--- src/rtl/mul_div_unit.sv ---
// -----------------------------------------------------------------------------
// mul_div_unit
// Iterative 32x32 multiply / divide unit with HI/LO result registers.
//   op 0 MULT  (signed)    {hi,lo} = x * y
//   op 1 MULTU (unsigned)  {hi,lo} = x * y
//   op 2 DIV   (signed)    lo = x / y (toward zero), hi = x % y (sign of x)
//   op 3 DIVU  (unsigned)  lo = x / y, hi = x % y
// Every operation takes a fixed 34 edges: the accepting edge, 32 iteration
// edges, and one sign-fix edge. The iteration edges process one operand bit
// each and work on operand magnitudes. done pulses for the cycle after the
// fix edge. A divide by zero returns lo = all ones and hi = x, and sets
// div_by_zero until the next accepted start.
// -----------------------------------------------------------------------------
module mul_div_unit (
    input  logic        clk,
    input  logic        rst_n,
    input  logic        start,
    input  logic [1:0]  op,
    input  logic [31:0] x,
    input  logic [31:0] y,
    input  logic        hi_we,
    input  logic        lo_we,
    input  logic [31:0] wdata,
    output logic        busy,
    output logic        done,
    output logic [31:0] hi,
    output logic [31:0] lo,
    output logic        div_by_zero
);

    typedef enum logic [1:0] {
        IDLE = 2'd0,
        RUN  = 2'd1,
        FIX  = 2'd2
    } state_e;

    // op encoding: bit 1 selects divide, bit 0 selects unsigned
    localparam logic [4:0] LAST_ITER = 5'd31;

    state_e      state_q;
    logic [4:0]  cnt_q;
    logic [1:0]  op_q;
    logic [31:0] x_q;
    logic [31:0] y_q;
    // Multiplicand magnitude for multiply, divisor magnitude for divide
    logic [31:0] opnd_q;
    // Multiply: {partial product high, multiplier/product low}
    // Divide:   {partial remainder, dividend/quotient}
    logic [63:0] acc_q;
    logic [63:0] acc_d;

    logic        busy_q;
    logic        done_q;
    logic [31:0] hi_q;
    logic [31:0] lo_q;
    logic        dbz_q;

    // Iteration step intermediates
    logic [32:0] mul_sum;
    logic [32:0] div_shift;
    logic        div_ge;

    // Sign-fix intermediates
    logic        is_signed_q;
    logic        is_div_q;
    logic        y_zero_q;
    logic [63:0] prod_fix;
    logic [31:0] quo_fix;
    logic [31:0] rem_fix;
    logic [31:0] res_hi;
    logic [31:0] res_lo;

    // Two's-complement magnitude of v when it is treated as signed
    function automatic logic [31:0] mag(input logic [31:0] v, input logic sgn);
        return (sgn && v[31]) ? (~v + 32'd1) : v;
    endfunction

    // Start-edge operand magnitudes, chosen by the requested operation
    logic        req_signed;
    logic [31:0] req_opnd;
    logic [31:0] req_acc_lo;

    assign req_signed = ~op[0];
    assign req_opnd   = op[1] ? mag(y, req_signed) : mag(x, req_signed);
    assign req_acc_lo = op[1] ? mag(x, req_signed) : mag(y, req_signed);

    assign is_signed_q = ~op_q[0];
    assign is_div_q    = op_q[1];
    assign y_zero_q    = (y_q == 32'd0);

    // One shift-add or restoring shift-subtract step on the accumulator
    always_comb begin
        // NOTE: every signal driven here gets a default first, so no path leaves
        // a value unassigned and no latch is inferred.
        acc_d     = acc_q;
        mul_sum   = 33'd0;
        div_shift = 33'd0;
        div_ge    = 1'b0;
        if (is_div_q) begin
            // Bring the next dividend bit into the partial remainder
            div_shift = {acc_q[63:32], acc_q[31]};
            div_ge    = (div_shift >= {1'b0, opnd_q});
            if (div_ge) begin
                acc_d = {div_shift[31:0] - opnd_q, acc_q[30:0], 1'b1};
            end else begin
                acc_d = {div_shift[31:0], acc_q[30:0], 1'b0};
            end
        end else begin
            // Add the multiplicand when the current multiplier bit is set
            mul_sum = {1'b0, acc_q[63:32]} + (acc_q[0] ? {1'b0, opnd_q} : 33'd0);
            acc_d   = {mul_sum, acc_q[31:1]};
        end
    end

    // Apply result signs and the divide-by-zero override
    always_comb begin
        prod_fix = acc_q;
        quo_fix  = acc_q[31:0];
        rem_fix  = acc_q[63:32];
        res_hi   = acc_q[63:32];
        res_lo   = acc_q[31:0];
        if (is_div_q) begin
            if (is_signed_q && (x_q[31] ^ y_q[31])) begin
                quo_fix = ~acc_q[31:0] + 32'd1;
            end
            if (is_signed_q && x_q[31]) begin
                rem_fix = ~acc_q[63:32] + 32'd1;
            end
            if (y_zero_q) begin
                res_hi = x_q;
                res_lo = 32'hFFFF_FFFF;
            end else begin
                res_hi = rem_fix;
                res_lo = quo_fix;
            end
        end else begin
            if (is_signed_q && (x_q[31] ^ y_q[31])) begin
                prod_fix = ~acc_q + 64'd1;
            end
            res_hi = prod_fix[63:32];
            res_lo = prod_fix[31:0];
        end
    end

    // Control FSM with registered outputs, operand capture and HI/LO writes
    always_ff @(posedge clk or negedge rst_n) begin
        // NOTE: the iteration registers are reset along with the control state,
        // so an aborted operation leaves no stale partial result behind.
        if (!rst_n) begin
            state_q <= IDLE;
            cnt_q   <= 5'd0;
            op_q    <= 2'd0;
            x_q     <= 32'd0;
            y_q     <= 32'd0;
            opnd_q  <= 32'd0;
            acc_q   <= 64'd0;
            busy_q  <= 1'b0;
            done_q  <= 1'b0;
            hi_q    <= 32'd0;
            lo_q    <= 32'd0;
            dbz_q   <= 1'b0;
        end else begin
            // NOTE: non-blocking assignments keep every register reading its
            // pre-edge value, independent of statement order in this block.
            done_q <= 1'b0;
            case (state_q)
                IDLE: begin
                    if (start) begin
                        // A start on this edge takes priority over direct writes
                        op_q    <= op;
                        x_q     <= x;
                        y_q     <= y;
                        opnd_q  <= req_opnd;
                        acc_q   <= {32'd0, req_acc_lo};
                        cnt_q   <= 5'd0;
                        dbz_q   <= 1'b0;
                        busy_q  <= 1'b1;
                        state_q <= RUN;
                    end else begin
                        if (hi_we) begin
                            hi_q <= wdata;
                        end
                        if (lo_we) begin
                            lo_q <= wdata;
                        end
                    end
                end
                RUN: begin
                    acc_q <= acc_d;
                    cnt_q <= cnt_q + 5'd1;
                    if (cnt_q == LAST_ITER) begin
                        state_q <= FIX;
                    end
                end
                FIX: begin
                    hi_q    <= res_hi;
                    lo_q    <= res_lo;
                    dbz_q   <= is_div_q && y_zero_q;
                    done_q  <= 1'b1;
                    busy_q  <= 1'b0;
                    state_q <= IDLE;
                end
                default: begin
                    busy_q  <= 1'b0;
                    state_q <= IDLE;
                end
            endcase
        end
    end

    assign busy        = busy_q;
    assign done        = done_q;
    assign hi          = hi_q;
    assign lo          = lo_q;
    assign div_by_zero = dbz_q;

endmodule

--- config.mk ---
export PLATFORM = sky130hd
export DESIGN_NAME = mul_div_unit
export DESIGN_NICKNAME = d
export VERILOG_FILES = /design/src/rtl/mul_div_unit.sv
export SDC_FILE = /design/constraint.sdc
export NUM_CORES = 1
export LEC_CHECK = 0
export CAP_MARGIN = 20
export CORE_MARGIN = 2
export CORE_UTILIZATION = 40
export CTS_BUF_LIST = sky130_fd_sc_hd__clkbuf_16
export DETAILED_ROUTE_END_ITERATION = 16
export GPL_ROUTABILITY_DRIVEN = 0
export PLACE_DENSITY = 0.58
export RECOVER_POWER = 50
export SETUP_SLACK_MARGIN = 0.15
export SLEW_MARGIN = 20
export SYNTH_ARGS = -nofsm -noshare
export SYNTH_HDL_FRONTEND = slang
export SYNTH_SLANG_ARGS = --single-unit
--- constraint.sdc ---
create_clock -name clk -period 3.8 [get_ports clk]
set_input_delay 1.14 -clock clk [delete_from_list [all_inputs] [get_ports clk]]
set_output_delay 1.14 -clock clk [all_outputs]
set_load 0.01 [all_outputs]
After elaboration in Yosys (flattened, before gate mapping)
Index checks and enable logic that the tools add are counted.
Widths: inputs -> output; s select.
- register bits: 236
- RAM bits: 0
- input port bits: 103
- output and inout bits: 67
- memories kept: 0
- memory bits (read-only): 0
- bits in latches: 0
- $lt $le $gt $ge: 1
- shift-type cells: 0
- bitwise gates (word level): 9
- reductions and logical operators: 16
- equality and inequality tests: 8
- multipliers: 0
- div/mod/pow operators: 0
- muxes and demuxes: 32
- add/sub/neg operators: 8
- operators by type and width (kind ; count):
    $mux 32 ; 15
    $mux 64 ; 4
    $add 32x1->32 const B ; 4
    $not 32->32 ; 4
    $pmux 32 s2 ; 2
    $pmux 64 s2 ; 1
    $add 64x1->64 const B ; 1
    $not 64->64 ; 1
    $add 32x32->33 ; 1
    $ge 33x32->1 ; 1
    $logic_not 32->1 ; 1
    $sub 32x32->32 ; 1
    $ne 2x2->1 const B ; 5
    $pmux 5 s2 ; 1
    $reduce_and 2->1 ; 5
    $reduce_and 3->1 ; 2
    $add 5x1->5 const B ; 1
    $eq 5x5->1 const B ; 1
    $logic_and 1x1->1 ; 5
    $mux 5 ; 1
    $mux 2 ; 2
    $pmux 1 s2 ; 2
    $pmux 2 s2 ; 1
    $reduce_bool 2->1 ; 2
    other kinds (6) ; 10

Longest topological paths before layout
- depth in word-level cells: 6
- depth in mapped cells: 16
- depth with buffers taken out: 14

Least setup slack after synthesis
OpenSTA, ideal clock, no wires.
- path type: input-to-reg
- start: input y[7]
- end: register opnd_q[28]
- path buffers: 1
- path slack: 259 ps
- arrival: 3409 ps
- cell stages on the path: 9
- path through: or4_1 > or3_1 > buf_2 > or4_4 > nor3_4 > a31oi_1 > xor2_1 > a211oi_1 > a21oi_1
- longest elaborated chain between the ends: 4
- ends and longest elaborated chain (what ; RTL line ; text):
    start: declaration ; 20 ; input logic [31:0] y,
    $not 32->32 ; 75 ; return (sgn && v[31]) ? (~v + 32'd1) : v;
    $add 32x1->32 ; 75 ;
    $mux 32 ; 75 ;
    $mux 32 ; 84 ; assign req_opnd = op[1] ? mag(y, req_signed) : mag(x, req_signed);
    end signal: assignment ; 173 ; opnd_q <= req_opnd;
    end: declaration ; 46 ; logic [31:0] opnd_q;
Every way passes these cells.
A chain may end at the register's enable or synchronous reset.

Worst setup path in the final report
- start: input start
- end: register opnd_q[6]
- longest elaborated chain between the ends: 1
- ends and longest elaborated chain (what ; RTL line ; text):
    start: declaration ; 17 ; input logic start,
    $reduce_and 2->1 (no line) ; -- ;
Every way passes these cells.

==> metrics.md <==
| Metric | Value |
|---|---|
| Largest cells by area after synthesis | dfrtp_1 33%, nand2_1 7.9%, o21ai_0 6.2%, a21oi_1 6.0%, xnor2_1 5.7% |
| IO Pins | 170 |
| Worst slew margin | -0.717 |
| Max-cap violations | 3 |
| DR pass1 iterations | 8 |
| Worst vdd ir | 0.457 mV |
| Min Tclk post-route | roughly 3.5 ns |
| Hold path cells | 2 |
| DIE WIDTH | approximately 220 um |
| Final setup fails | 0 |
| Area leader, netlist | dfrtp_1 |
| Layout cells sized above 1 | 0.120 |
| Crit start category | input pin |
| P&R area growth vs syn | 24.3% |
| PwrDens | around 970 nW/um^2 |
| Unique masters post-synth | 84 |
| Post-Syn Area per Cell | between 7 and 8 um^2 |
| Syn nets | around 2500 |
| Vias in the first global route | about 18000 |
| CP Max Fanout | approximately 60 |
| Setup WS post-layout | roughly 0.28 ns |
| Die area | approximately 47000 um^2 |
| Number of buffers created by CTS | 29 |
| Post-Route WL | roughly 72 mm |
| H-tree levels | 1 |
| Cell area after synthesis | around 18000 um^2 |
| DP Cell Count | 3151 |
| Reg2Reg Depth | 13 |
| I/O Buffers | approximately 170 |
| Clock network latency to the later pin of the worst-skew pair | 0.59 ns |
| Fin nets | ~2800 |
| Failing checks | max-capacitance violations, max-slew violations |
| Setup Skew | 0.0143 ns |
| CTS tree | yes |
| Synthesis warning total | 0 |
| Die Height | 217 um |
| CTS clock-pin slew for the worst setup and hold paths | approximately 0.06 ns |
| Critical Path RT | between 4 and 5 ns |
| Status | finished, violations left |
| Ys flop type | dfrtp_1 |
| Num rows | 78 |
| Worst-Margin Slew | between 2 and 3 ns |
| Kind of critical path | in -> reg |
| Synth async-reset ratio | 1.00 |
| Leakage | approximately 9.9 nW |
| Place WS | -0.366 ns |
| Post-synth top area share | 0.325 |
| RSZ-0062 raised after global routing | false |
| ANT nets after route | 0 |
| Min-Delay Path Class | reg -> reg |
| Routed wire per std cell | about 22 um |
| First-pass GRT wire length | roughly 110 mm |
| Overflow after GRT | 0 |
| Fmax | between 0.2 and 0.3 GHz |
| GRT Total Usage | 0.302 |
| DR iter-0 viols | 1954 |
| Period utilization | 0.925 |
| Synthesized flop and latch total | 236 |
| Root buf cell | clkbuf_16 |
| Core area | 45100 um^2 |
| EDFF count, synth | 0 |
| Sink Count | approximately 240 |
| Number of antenna diodes | 0 |
| Vias post-DR | approximately 19000 |
| Arr. time, crit path | around 4.0 ns |
| Pins Over Slew Limit | about 170 |
| Register area share after synthesis | 0.325 |
| Final count of hold timing violations | 0 |
| Initial antenna violation count | 1 |
| # DRC | 0 |
| Starting Density | 0.403 |
| Post-DP HPWL | ~57 mm |
| Post-Syn Instances | roughly 2300 |
| Avg Vias per Cell | about 5.9 |
| CP endpoint kind | flip-flop |
| Layout Cells excl Fill | 3208 |
| Max clock buf depth | 3 |
| Largest net degree at the start of global routing | 90 |
metal layers:
metal	wire length, um	part of all wire	GRT usage
met3	6380	0.089	0.0615
met4	3440	0.048	0.121
met5	18	0.00025	0
met1	31500	0.44	0.426
met2	30600	0.43	0.454
registers in the layout, summed over array words and instances, names as in the netlist, 2 cells and up:
register and count:
hi 32, opnd_q 32, x_q 32, state_q 2, acc_q 64, cnt_q 5
op_q 2, lo 32, y_q 32
through the flow:
step	setup TNS (ns)	cell area [um^2]	power, mW	hold WS, ns	util
after floorplan	0	18200	13.6	0.445	-
after global placement	-4.64	21600	18.5	0.461	0.479
after detailed placement	-6.14	21600	18.7	0.465	0.479
after CTS	0	22500	21.5	0.479	0.499
after global routing	0	22600	23.4	0.500	0.501
final	0	22600	21.9	0.475	0.501
logic make-up (layout without fill, tap and decap cells):
group / Yosys count / count (layout) / share of synthesized area
xor+xnor: 192 / 192 / 0.0934
mux: 58 / 58 / 0.0323
buf+inv: 231 / 493 / 0.0486
compound gates: 731 / 731 / 0.244
flops: 236 / 236 / 0.325
fa+ha+maj: 72 / 72 / 0.0504
simple gates: 826 / 826 / 0.206
placed cells by master (no fill, tap or decap), types with 7 or more instances in the layout:
cell type        netlist  routed
a211oi_1              14      14
a21o_1                34      34
a21oi_1              219     214
a221oi_1              17      16
a22o_1                 9       9
a22oi_1               14      14
a31oi_1               24      22
and2_1                 9       8
and3_1                10      10
buf_4                  1     187
clkbuf_16              0      29
clkdlybuf4s50_1        0     166
dfrtp_1              236     234
ha_1                  70      70
inv_1                 70      74
mux2i_1               53      53
nand2_1              381     381
nand2b_1              23      21
nand3_1               20      20
nand4_1               13      13
nor2_1               216     213
nor2b_1               23      20
nor3_1                51      49
nor4_1                18      18
o211ai_1              18      18
o21a_1                 7       7
o21ai_0              225     222
o21ai_1               11      14
o21bai_1               9       8
o22ai_1               40      40
o31ai_1               25      25
o41ai_1               14      14
or3_1                 12      12
or4_1                 11      10
or4_4                  6       7
xnor2_1              118     118
xor2_1                72      72
worst max-delay path, stage by stage:
cell and delay (ns):
dlygate4sd3_1 0.59, o21bai_4 0.47, nand2b_1 1.27, buf_12 0.33, o21ai_0 0.12
path summary, 6_finish.rpt:
check | endpoint | start | slack [ns]
setup / recovery | opnd_q[6] | start | 0.28
hold / removal | y_q[13] | y_q[13] | 0.47
setup reg to reg | hi[24] | acc_q[32] | 0.28
hold reg to reg | y_q[13] | y_q[13] | 0.47
max in group asynchronous | op_q[1] | rst_n | 0.58
min in group asynchronous | lo[27] | rst_n | 1.29
synthesized netlist by cell type, types with 5 or more instances:
cell      number
and2_1         9
a21o_1        34
nand4_1       13
o21bai_1       9
o21ai_0      225
mux2i_1       53
or2_2          6
a22oi_1       14
buf_1         11
xnor2_1      118
ha_1          70
o22ai_1       40
a221oi_1      17
buf_2          9
or4_4          6
mux2_2         5
or3_1         12
or4_1         11
clkbuf_1     139
o21a_1         7
nand2_1      381
nor2_1       216
nand2b_1      23
and3_1        10
nor4_1        18
xor2_1        72
a31oi_1       24
nor3b_1        6
nor3_1        51
o21ai_1       11
o41ai_1       14
o211ai_1      18
nand3_1       20
o221ai_1       6
nor2b_1       23
inv_1         70
a211oi_1      14
o31ai_1       25
a21oi_1      219
dfrtp_1      236
a22o_1         9
power breakdown:
| part | leakage, nW | internal [mW] | total, mW | switching (mW) |
|---|---|---|---|---|
| registers | 2.93 | 3.71 | 4.99 | 1.28 |
| logic | 6.50 | 5.99 | 14.3 | 8.27 |
| clock network | 0.437 | 1.45 | 2.66 | 1.20 |
cell type report:
cell class	count	area, um^2
well taps	600	751
multi-input cells	1879	11500
fillers	4426	22500
repair buffers	372	3260
flip-flops and latches	236	5910
inverters	70	263
clock inverters	22	151
clock buffers	29	726
what timing repair did:
| action | in CTS | in global routing |
|---|---|---|
| setup endpoints to repair | 5 | 18 |
| setup buffers | 0 | 6 |
| hold buffers | 0 | 0 |
| pin swaps | 0 | 8 |
| gates resized for setup | 4 | 22 |
(Power assumes the default switching activity.)
